**src/rtl/jt10_adpcmb_fetch_if.sv**
```systemverilog
// ROM-side read handshake of the ADPCM-B fetcher: address plus cs held until ok.
// The fetcher drives the master modport and the ROM controller drives the slave modport.
interface jt10_adpcmb_fetch_if #(
  parameter int unsigned AW = 24
);
  logic [AW-1:0] rom_addr;
  logic          rom_cs;
  logic [7:0]    rom_data;
  logic          rom_ok;

  modport master (
    output rom_addr,
    output rom_cs,
    input  rom_data,
    input  rom_ok
  );

  modport slave (
    input  rom_addr,
    input  rom_cs,
    output rom_data,
    output rom_ok
  );
endinterface

```
**src/rtl/jt10_adpcmb_fetch.sv**
```systemverilog
// ADPCM-B sample fetcher: two byte buffers (current and prefetched) filled over a cs/ok ROM
// handshake, delivering one 4-bit ADPCM code per cen-qualified advance strobe.
module jt10_adpcmb_fetch #(
  parameter int unsigned AW       = 24,
  parameter bit          PREFETCH = 1'b1
) (
  input  logic                clk,
  input  logic                rst_n,
  input  logic                cen,
  input  logic                on,
  input  logic [AW-1:0]       addr,
  input  logic                nibble_sel,
  input  logic                adv,
  jt10_adpcmb_fetch_if.master rom,
  output logic [3:0]          data,
  output logic                data_ok,
  output logic                miss,
  input  logic                clr_miss
);

  typedef enum logic [1:0] {StIdle, StFcur, StFnxt} state_e;

  state_e        state_q;
  logic [AW-1:0] rom_addr_q;
  logic          rom_cs_q;
  logic [AW-1:0] cur_addr_q, nxt_addr_q;
  logic [7:0]    cur_byte_q, nxt_byte_q;
  logic          cur_vld_q, nxt_vld_q;

  logic          cur_hit, nxt_hit, land_is_addr;
  logic [AW-1:0] cur_inc;

  assign rom.rom_addr = rom_addr_q;
  assign rom.rom_cs   = rom_cs_q;

  assign cur_hit      = cur_vld_q && (cur_addr_q == addr);
  assign nxt_hit      = nxt_vld_q && (nxt_addr_q == addr);
  assign land_is_addr = (rom_addr_q == addr);
  assign cur_inc      = cur_addr_q + {{(AW-1){1'b0}}, 1'b1};

  // Fetch FSM and buffer maintenance. Buffer flush/promotion is written first so a landing
  // byte in the same clk overrides it.
  always_ff @(posedge clk or negedge rst_n) begin
    if (!rst_n) begin
      state_q    <= StIdle;
      rom_addr_q <= '0;
      rom_cs_q   <= 1'b0;
      cur_addr_q <= '0;
      nxt_addr_q <= '0;
      cur_byte_q <= '0;
      nxt_byte_q <= '0;
      cur_vld_q  <= 1'b0;
      nxt_vld_q  <= 1'b0;
    end else begin
      if (!on) begin
        cur_vld_q <= 1'b0;
        nxt_vld_q <= 1'b0;
      end else if (!cur_hit) begin
        if (nxt_hit) begin
          cur_addr_q <= nxt_addr_q;
          cur_byte_q <= nxt_byte_q;
          cur_vld_q  <= 1'b1;
          nxt_vld_q  <= 1'b0;
        end else begin
          cur_vld_q  <= 1'b0;
          nxt_vld_q  <= 1'b0;
        end
      end

      unique case (state_q)
        StIdle: begin
          // While a promotion is in flight, wait one clk before prefetching past it.
          if (on && !cur_hit && !nxt_hit) begin
            rom_addr_q <= addr;
            rom_cs_q   <= 1'b1;
            state_q    <= StFcur;
          end else if (PREFETCH && on && cur_hit && !nxt_vld_q) begin
            rom_addr_q <= cur_inc;
            rom_cs_q   <= 1'b1;
            state_q    <= StFnxt;
          end
        end
        StFcur: begin
          if (rom.rom_ok) begin
            rom_cs_q <= 1'b0;
            state_q  <= StIdle;
            if (on && land_is_addr) begin
              cur_addr_q <= rom_addr_q;
              cur_byte_q <= rom.rom_data;
              cur_vld_q  <= 1'b1;
            end
          end
        end
        StFnxt: begin
          if (rom.rom_ok) begin
            rom_cs_q <= 1'b0;
            state_q  <= StIdle;
            if (on && land_is_addr) begin
              cur_addr_q <= rom_addr_q;
              cur_byte_q <= rom.rom_data;
              cur_vld_q  <= 1'b1;
            end else if (on && cur_hit) begin
              nxt_addr_q <= rom_addr_q;
              nxt_byte_q <= rom.rom_data;
              nxt_vld_q  <= 1'b1;
            end
          end
        end
        default: begin
          rom_cs_q <= 1'b0;
          state_q  <= StIdle;
        end
      endcase
    end
  end

  // Decoder-side sample register, updated only on cen.
  always_ff @(posedge clk or negedge rst_n) begin
    if (!rst_n) begin
      data    <= 4'd0;
      data_ok <= 1'b0;
      miss    <= 1'b0;
    end else begin
      if (cen) begin
        if (!on) begin
          data    <= 4'd0;
          data_ok <= 1'b0;
        end else if (adv) begin
          if (cur_hit) begin
            data    <= nibble_sel ? cur_byte_q[3:0] : cur_byte_q[7:4];
            data_ok <= 1'b1;
          end else begin
            data_ok <= 1'b0;
          end
        end
      end

      if (cen && on && adv && !cur_hit) begin
        miss <= 1'b1;
      end else if (clr_miss) begin
        miss <= 1'b0;
      end
    end
  end

endmodule

```
**src/flat_wrapper.sv**
```systemverilog
// flat-port wrapper written by rule: the top's interface ports become plain ports
module jt10_adpcmb_fetch_flat 
#(
  parameter int unsigned AW       = 24,
  parameter bit          PREFETCH = 1'b1
)
  (clk, rst_n, cen, on, addr, nibble_sel, adv, data, data_ok, miss, clr_miss, rom_rom_addr, rom_rom_cs, rom_rom_data, rom_rom_ok);
  jt10_adpcmb_fetch_if #(.AW(AW)) rom_i ();
  input  logic clk;
  input  logic rst_n;
  input  logic cen;
  input  logic on;
  input  logic [AW-1:0] addr;
  input  logic nibble_sel;
  input  logic adv;
  output logic [3:0] data;
  output logic data_ok;
  output logic miss;
  input  logic clr_miss;
  output wire logic [$bits(rom_i.rom_addr)-1:0] rom_rom_addr;
  output wire logic [$bits(rom_i.rom_cs)-1:0] rom_rom_cs;
  input wire logic [$bits(rom_i.rom_data)-1:0] rom_rom_data;
  input wire logic [$bits(rom_i.rom_ok)-1:0] rom_rom_ok;
  assign rom_rom_addr = rom_i.rom_addr;
  assign rom_rom_cs = rom_i.rom_cs;
  assign rom_i.rom_data = rom_rom_data;
  assign rom_i.rom_ok = rom_rom_ok;
  jt10_adpcmb_fetch #(.AW(AW), .PREFETCH(PREFETCH)) u_core (.clk(clk), .rst_n(rst_n), .cen(cen), .on(on), .addr(addr), .nibble_sel(nibble_sel), .adv(adv), .rom(rom_i), .data(data), .data_ok(data_ok), .miss(miss), .clr_miss(clr_miss));
endmodule
```
**config.mk**
```make
export PLATFORM = sky130hd
export DESIGN_NAME = jt10_adpcmb_fetch_flat
export DESIGN_NICKNAME = d
export VERILOG_FILES = /design/src/rtl/jt10_adpcmb_fetch_if.sv /design/src/rtl/jt10_adpcmb_fetch.sv /design/src/flat_wrapper.sv
export SDC_FILE = /design/constraint.sdc
export NUM_CORES = 1
export LEC_CHECK = 0
export CORE_MARGIN = 3
export CORE_UTILIZATION = 59
export CTS_BUF_LIST = sky130_fd_sc_hd__clkbuf_4 sky130_fd_sc_hd__clkbuf_8
export DETAILED_ROUTE_END_ITERATION = 12
export GPL_TIMING_DRIVEN = 0
export PLACE_DENSITY = 0.84
export SKIP_LAST_GASP = 1
export SLEW_MARGIN = 20
export SYNTH_ARGS = -nofsm -noshare
export SYNTH_HDL_FRONTEND = slang
export SYNTH_SLANG_ARGS = --single-unit
```
**constraint.sdc**
```tcl
create_clock -name clk -period 6.7 [get_ports clk]
set_input_delay 1.675 -clock clk [delete_from_list [all_inputs] [get_ports clk]]
set_output_delay 1.675 -clock clk [all_outputs]
set_load 0.01 [all_outputs]
```
# Word-level counts from Yosys, hierarchy flattened
# Index checks and enable logic that the tools add are counted.
[classes]
add_sub_neg = 1
n_mul = 0
n_div = 0
magnitude_cmp = 0
n_eq_ne = 9
shift = 0
n_mux = 43
bitwise = 1
n_reduce_logical = 22
[ops]
columns = ["operator", "n"]
rows = [
  ["2-to-1 mux 24 bit", 8],
  ["== test 24 bit", 3],
  ["2-to-1 mux 8 bit", 6],
  ["adder 24 x 1 -> 24 bit, second input constant", 1],
  ["2-to-1 mux 1 bit", 20],
  ["2-to-1 mux 4 bit", 4],
  ["logical AND 1 bit", 10],
  ["2-to-1 mux 2 bit", 3],
  ["!= test 2 x 1 -> 1 bit, second input constant", 3],
  ["AND reduction 2 bit", 3],
  ["one-hot mux 2 bit (2 select lines)", 1],
  ["AND reduction 4 bit", 1],
  ["nonzero test 2 bit", 2],
  ["logical NOT 1 bit", 3],
  ["!= test 3 x 1 -> 1 bit, second input constant", 1],
  ["AND reduction 3 bit", 1],
  ["== test 2 x 1 -> 1 bit, second input constant", 1],
  ["== test 2 bit, second input constant", 1],
  ["logical NOT 2 bit", 1],
  ["one-hot mux 1 bit (2 select lines)", 1],
  ["OR reduction 2 bit", 1],
  ["NOT 1 bit", 1],
]
[word_totals]
regBits = 99
latch_bits = 0
ram_bits = 0
romBits = 0
in_bits = 40
out_inout_bits = 31
word_cells = 88
n_memories = 0

# Longest topological paths before layout
[depth]
ltp_word = 8
mapped_depth = 9
depth_no_buf = 6

# Least setup slack after synthesis
# Ideal clock, no wire load.
[synth_timing]
path_type = "input-to-reg"
start = "input addr[21]"
end = "register u_core.nxt_addr_q[10]"
setup_time_ns = 0.125
arrival_time_ns = 3.778
required_ns = 6.575
setup_slack_ns = 2.797
cell_stages = 8
path_buffers = 2
path_cell_list = "xor2_1 > or4_4 > or4_4 > nor2_4 > and3_1 > buf_6 > buf_12 > mux2_4"
[synth_between]
elab_chain_cells = 4
word_cells_on_any_way = 7
classes_between = "2 x eq/ne; 1 x bitwise; 4 x reduce/logical"
[synth_rtl]
columns = ["item", "line", "rtl"]
rows = [
  ["start: declaration", "flat_wrapper.sv:13", "input logic [AW-1:0] addr;"],
  ["== test 24 bit, on equally long branches", "jt10_adpcmb_fetch.sv:36, jt10_adpcmb_fetch.sv:38", ""],
  ["logical AND 1 bit, on equally long branches", "jt10_adpcmb_fetch.sv:36, jt10_adpcmb_fetch.sv:98", ""],
  ["logical AND 1 bit / NOT 1 bit (equally long branches)", "n/a", ""],
  ["AND reduction 4 bit (no line) (*)", "n/a", ""],
  ["end signal: assignment", "jt10_adpcmb_fetch.sv:103", "nxt_addr_q <= rom_addr_q;"],
  ["end: declaration", "jt10_adpcmb_fetch.sv:26", "logic [AW-1:0] cur_addr_q, nxt_addr_q;"],
]
# Mark *: on every way between the ends. The rest lies on a longest branch, timed or not.
# A chain may end at the register's enable or synchronous reset.

# Worst setup path after layout
[layout_timing]
start = "input addr[23]"
end = "register u_core.rom_addr_q[17] (netlist: u_core.rom.rom_addr[17])"
[layout_between]
elab_chain_cells = 7
word_cells_on_any_way = 13
classes_between = "2 x eq/ne; 1 x mux; 10 x reduce/logical"
[layout_rtl]
columns = ["item", "line", "rtl"]
rows = [
  ["== test 24 bit", "jt10_adpcmb_fetch.sv:36", "assign cur_hit = cur_vld_q && (cur_addr_q == addr);"],
  ["logical AND 1 bit", "jt10_adpcmb_fetch.sv:36", ""],
  ["logical NOT 1 bit", "n/a", ""],
  ["logical AND 1 bit (2 in a row)", "jt10_adpcmb_fetch.sv:73", "if (on && !cur_hit && !nxt_hit) begin"],
  ["nonzero test 2 bit (no line)", "n/a", ""],
  ["AND reduction 2 bit (no line)", "n/a", ""],
  ["end signal: assignment", "jt10_adpcmb_fetch.sv:74", "rom_addr_q <= addr;"],
  ["end signal: assignment", "jt10_adpcmb_fetch.sv:78", "rom_addr_q <= cur_inc;"],
  ["end: declaration", "jt10_adpcmb_fetch.sv:24", "logic [AW-1:0] rom_addr_q;"],
]
# Several ways; a longest one is shown, not always the timed one.

==> impl_metrics.sql <==
INSERT INTO impl_metrics (metric_group, metric, value, unit) VALUES
('detailed_routing', 'routed_wl', '16500', 'µm'),
('cts', 'buffers_inserted_during_post_cts_setup_optimization', '0', ''),
('placed_design', 'final_gp_congestion', '0.972', ''),
('critical_path', 'timing.critical_path.cells', 'clkdlybuf4s50_1 > xor2_1 > nor4_1 > nand3_1 > nor4_2 > clkbuf_1 > a221o_1', ''),
('placed_design', 'io_buffer_count', '69', ''),
('timing', 'min_period_over_period', '0.673', ''),
('placed_design', 'placed_cells_incl_taps', '748', ''),
('power', 'seq_power_share', '0.464', ''),
('logic_synthesis', 'ys_async_sr_fraction', '1.00', ''),
('logic_synthesis', 'cell_accounting_for_the_most_synthesized_area', 'sky130_fd_sc_hd__dfrtp_1', ''),
('timing', 'unrepaired_setup_endpoints_after_global_routing', 'no', ''),
('flow_run', 'max-cap-violations', '0', ''),
('timing', 'final_critical_path_setup_slack', '2.19', 'ns'),
('cts', 'htree_num_levels', '3', ''),
('final_layout', 'finish.instance_area', '6910', 'µm²'),
('timing', 'hold_ws', '0.519', 'ns'),
('logic_synthesis', 'synthFlopType', 'sky130_fd_sc_hd__dfrtp_1', ''),
('power', 'clock_power_share', '0.216', ''),
('global_routing', 'antenna_found_initial', '0', ''),
('critical_path', 'critPathMaxFanout', '10', ''),
('detailed_routing', 'detail_route.iter0.violations', '445', ''),
('cts', 'clkTransAtPathRegs', '0.09', 'ns'),
('final_layout', 'layout.cells.most_common', 'sky130_fd_sc_hd__dfrtp_1', ''),
('detailed_routing', 'drt_first_pass_iters', '5', ''),
('logic_synthesis', 'synthesized_nets', '592', ''),
('critical_path', 'cpMaxStageDelayCell', 'sky130_fd_sc_hd__nor4_2', ''),
('logic_synthesis', 'postSynthRegisterBits', '99', ''),
('min_path', 'min_from', 'u_core.nxt_byte_q[6]$_DFFE_PN0P_', ''),
('timing', 'finalSetupViolations', '0', ''),
('status', 'outcome', 'finished, final reports clean', ''),
('logic_synthesis', 'cells_after_synthesis', '549', ''),
('logic_synthesis', 'yosys_warnings', '0', ''),
('cts', 'hold_buffers', '0', ''),
('power', 'leakagePower', '3.21', 'nW'),
('timing', 'drv_slew', '0', ''),
('floorplanning', 'ios', '71', ''),
('logic_synthesis', 'synthTopCellsByArea', 'sky130_fd_sc_hd__dfrtp_1 (42%), sky130_fd_sc_hd__xnor2_1 (10%), sky130_fd_sc_hd__mux2_4 (7.7%)', ''),
('critical_path', 'path_delay_family', 'simple AND/OR/NAND/NOR gates', ''),
('logic_synthesis', 'number_of_enable_flip_flop_cells_after_synthesis', '0', ''),
('placed_design', 'detailed_place_hpwl', '12100', 'µm'),
('timing', 'tightest_slew', '0.885', 'ns'),
('logic_synthesis', 'yosysUniqueCellTypes', '46', ''),
('critical_path', 'worst_setup_sp', 'addr[23]', ''),
('cts', 'clk_root_buffer_cell', 'sky130_fd_sc_hd__clkbuf_8', ''),
('logic_synthesis', 'seq_area_frac_synth', '0.423', ''),
('power', 'combinational_share_of_power', '0.320', ''),
('final_layout', 'post_route_cells_drive_above_1_share', '0.106', ''),
('global_routing', 'gr-total-overflow', '0', ''),
('cts', 'cts_tree', 'built', ''),
('global_routing', 'grtUsageTotal', '0.305', ''),
('timing', 'timing.clock.skew', '0.0158', 'ns'),
('critical_path', 'cp.buffers_inverters', '2', ''),
('floorplanning', 'placeableCoreArea', '9460', 'µm²'),
('critical_path', 'critical_path.startpoint_type', 'input pin', ''),
('detailed_routing', 'detail_route.drc_violations', '0', ''),
('detailed_routing', 'routed_wire_length_per_instance', '21.6', 'µm'),
('critical_path', 'end_kind', 'register', ''),
('min_path', 'worst_hold_path_type', 'reg -> reg', ''),
('timing', 'final_hold_viol_count', '0', ''),
('global_routing', 'grt_start_max_net_pins', '56', ''),
('floorplanning', 'floorplan.die.height', '106', 'µm'),
('placed_design', 'detailedPlace.worstSlack', '2.02', 'ns'),
('floorplanning', 'initial_core_util', '0.619', ''),
('timing', 'fmax', '222', 'MHz'),
('cts', 'clock-sinks', '99', ''),
('detailed_routing', 'drt.antenna.violating_nets', '0', ''),
('cts', 'cts.path.max_buffers', '2', ''),
('power', 'intPower', '1.13', 'mW'),
('final_layout', 'num-nets-final', '673', ''),
('power', 'peak_ir_drop_on_the_vdd_network', '0.165', 'mV'),
('power', 'sw_frac', '0.345', '');
-- cell type report --
class | instances | area (µm²) | area share
clock inverters | 3 | 22.5 | 0.00326
well taps | 129 | 161 | 0.0233
repair buffers | 70 | 719 | 0.104
inverters | 11 | 41.3 | 0.00597
flip-flops and latches | 99 | 2480 | 0.358
multi-input cells | 411 | 3160 | 0.458
clock buffers | 12 | 159 | 0.0230
plain buffers | 28 | 169 | 0.0244
-- cell families after synthesis --
family          synth area share
compound gates            0.0952
mux                        0.144
flops                      0.423
buf+inv                   0.0359
simple gates               0.154
xor+xnor                   0.141
fa+ha+maj                0.00642
-- power by group through the flow --
| stage | Sequential, mW | Clock, mW | Combinational, mW |
|---|---|---|---|
| final | 0.799 | 0.372 | 0.551 |
| after global placement | 0.797 | 0 | 0.532 |
| after detailed placement | 0.805 | 0 | 0.544 |
| after global routing | 0.811 | 0.400 | 0.583 |
| after floorplan | 0.808 | 0 | 0.234 |
| after CTS | 0.795 | 0.380 | 0.549 |
-- through the flow --
stage | total power [mW] | util
2_1_floorplan | 1.04 | -
3_3_place_gp | 1.33 | 0.709
3_5_place_dp | 1.35 | 0.712
4_1_cts | 1.72 | 0.731
5_1_grt | 1.79 | 0.731
6_report | 1.72 | 0.731
-- worst register-to-register path, stage by stage (launching register included) --
cell and delay, ns:
sky130_fd_sc_hd__dfrtp_1 0.37, sky130_fd_sc_hd__clkbuf_1 0.18, sky130_fd_sc_hd__xor2_1 0.19, sky130_fd_sc_hd__nor4_1 0.52
sky130_fd_sc_hd__nand3_1 0.25, sky130_fd_sc_hd__nor4_2 0.78, sky130_fd_sc_hd__clkbuf_1 0.56, sky130_fd_sc_hd__a221o_1 0.25
-- path summary, 6_finish.rpt --
kind                                                            end  slack [ns]  depth (start not counted)
worst max-delay path            u_core.rom.rom_addr[17]$_DFFE_PN0P_        2.19                          7
worst min-delay path               u_core.nxt_byte_q[6]$_DFFE_PN0P_        0.52                          1
worst max register to register  u_core.rom.rom_addr[17]$_DFFE_PN0P_        3.52                          7
worst min register to register     u_core.nxt_byte_q[6]$_DFFE_PN0P_        0.52                          1
max in group asynchronous             u_core.state_q[0]$_DFFE_PN0P_        4.88                          2
min in group asynchronous         u_core.nxt_addr_q[14]$_DFFE_PN0P_        1.22                          1
-- routing by layer --
metal / share of wire / vias to the layer above / global-route usage
li1: - / 2139 / -
met1: 0.42 / 2329 / 0.423
met2: 0.47 / 203 / 0.472
met3: 0.076 / 35 / 0.0661
met4: 0.026 / 0 / 0.110
met5: 0 / - / 0
-- Yosys cell counts, types with 2 or more instances --
master and n:
sky130_fd_sc_hd__a21o_1 2, sky130_fd_sc_hd__a21oi_1 36, sky130_fd_sc_hd__a221o_1 22, sky130_fd_sc_hd__a311o_1 3, sky130_fd_sc_hd__a32o_1 2, sky130_fd_sc_hd__and3_1 26, sky130_fd_sc_hd__and3_2 4, sky130_fd_sc_hd__and4_1 4
sky130_fd_sc_hd__buf_12 3, sky130_fd_sc_hd__buf_2 6, sky130_fd_sc_hd__clkbuf_1 17, sky130_fd_sc_hd__dfrtp_1 99, sky130_fd_sc_hd__ha_1 3, sky130_fd_sc_hd__inv_1 11, sky130_fd_sc_hd__mux2_2 2, sky130_fd_sc_hd__mux2_4 30
sky130_fd_sc_hd__mux2i_1 37, sky130_fd_sc_hd__nand2_1 22, sky130_fd_sc_hd__nand2b_1 4, sky130_fd_sc_hd__nand3_1 17, sky130_fd_sc_hd__nand4_1 16, sky130_fd_sc_hd__nor2_1 46, sky130_fd_sc_hd__nor2b_1 4, sky130_fd_sc_hd__nor3_1 5
sky130_fd_sc_hd__nor4_1 9, sky130_fd_sc_hd__o21ai_0 2, sky130_fd_sc_hd__o22ai_1 2, sky130_fd_sc_hd__or4_1 4, sky130_fd_sc_hd__or4_4 2, sky130_fd_sc_hd__xnor2_1 69, sky130_fd_sc_hd__xor2_1 25
-- sequential cells by signal (all words and copies together) (netlist names) --
register and flops:
u_core.cur_addr_q 24, u_core.nxt_addr_q 24, u_core.rom.rom_addr 24, u_core.cur_byte_q 8, u_core.nxt_byte_q 8, u_core.data 4, u_core.state_q 2, u_core.cur_vld_q 1
u_core.data_ok 1, u_core.miss 1, u_core.nxt_vld_q 1, u_core.rom.rom_cs 1
(Power assumes the default switching activity.)
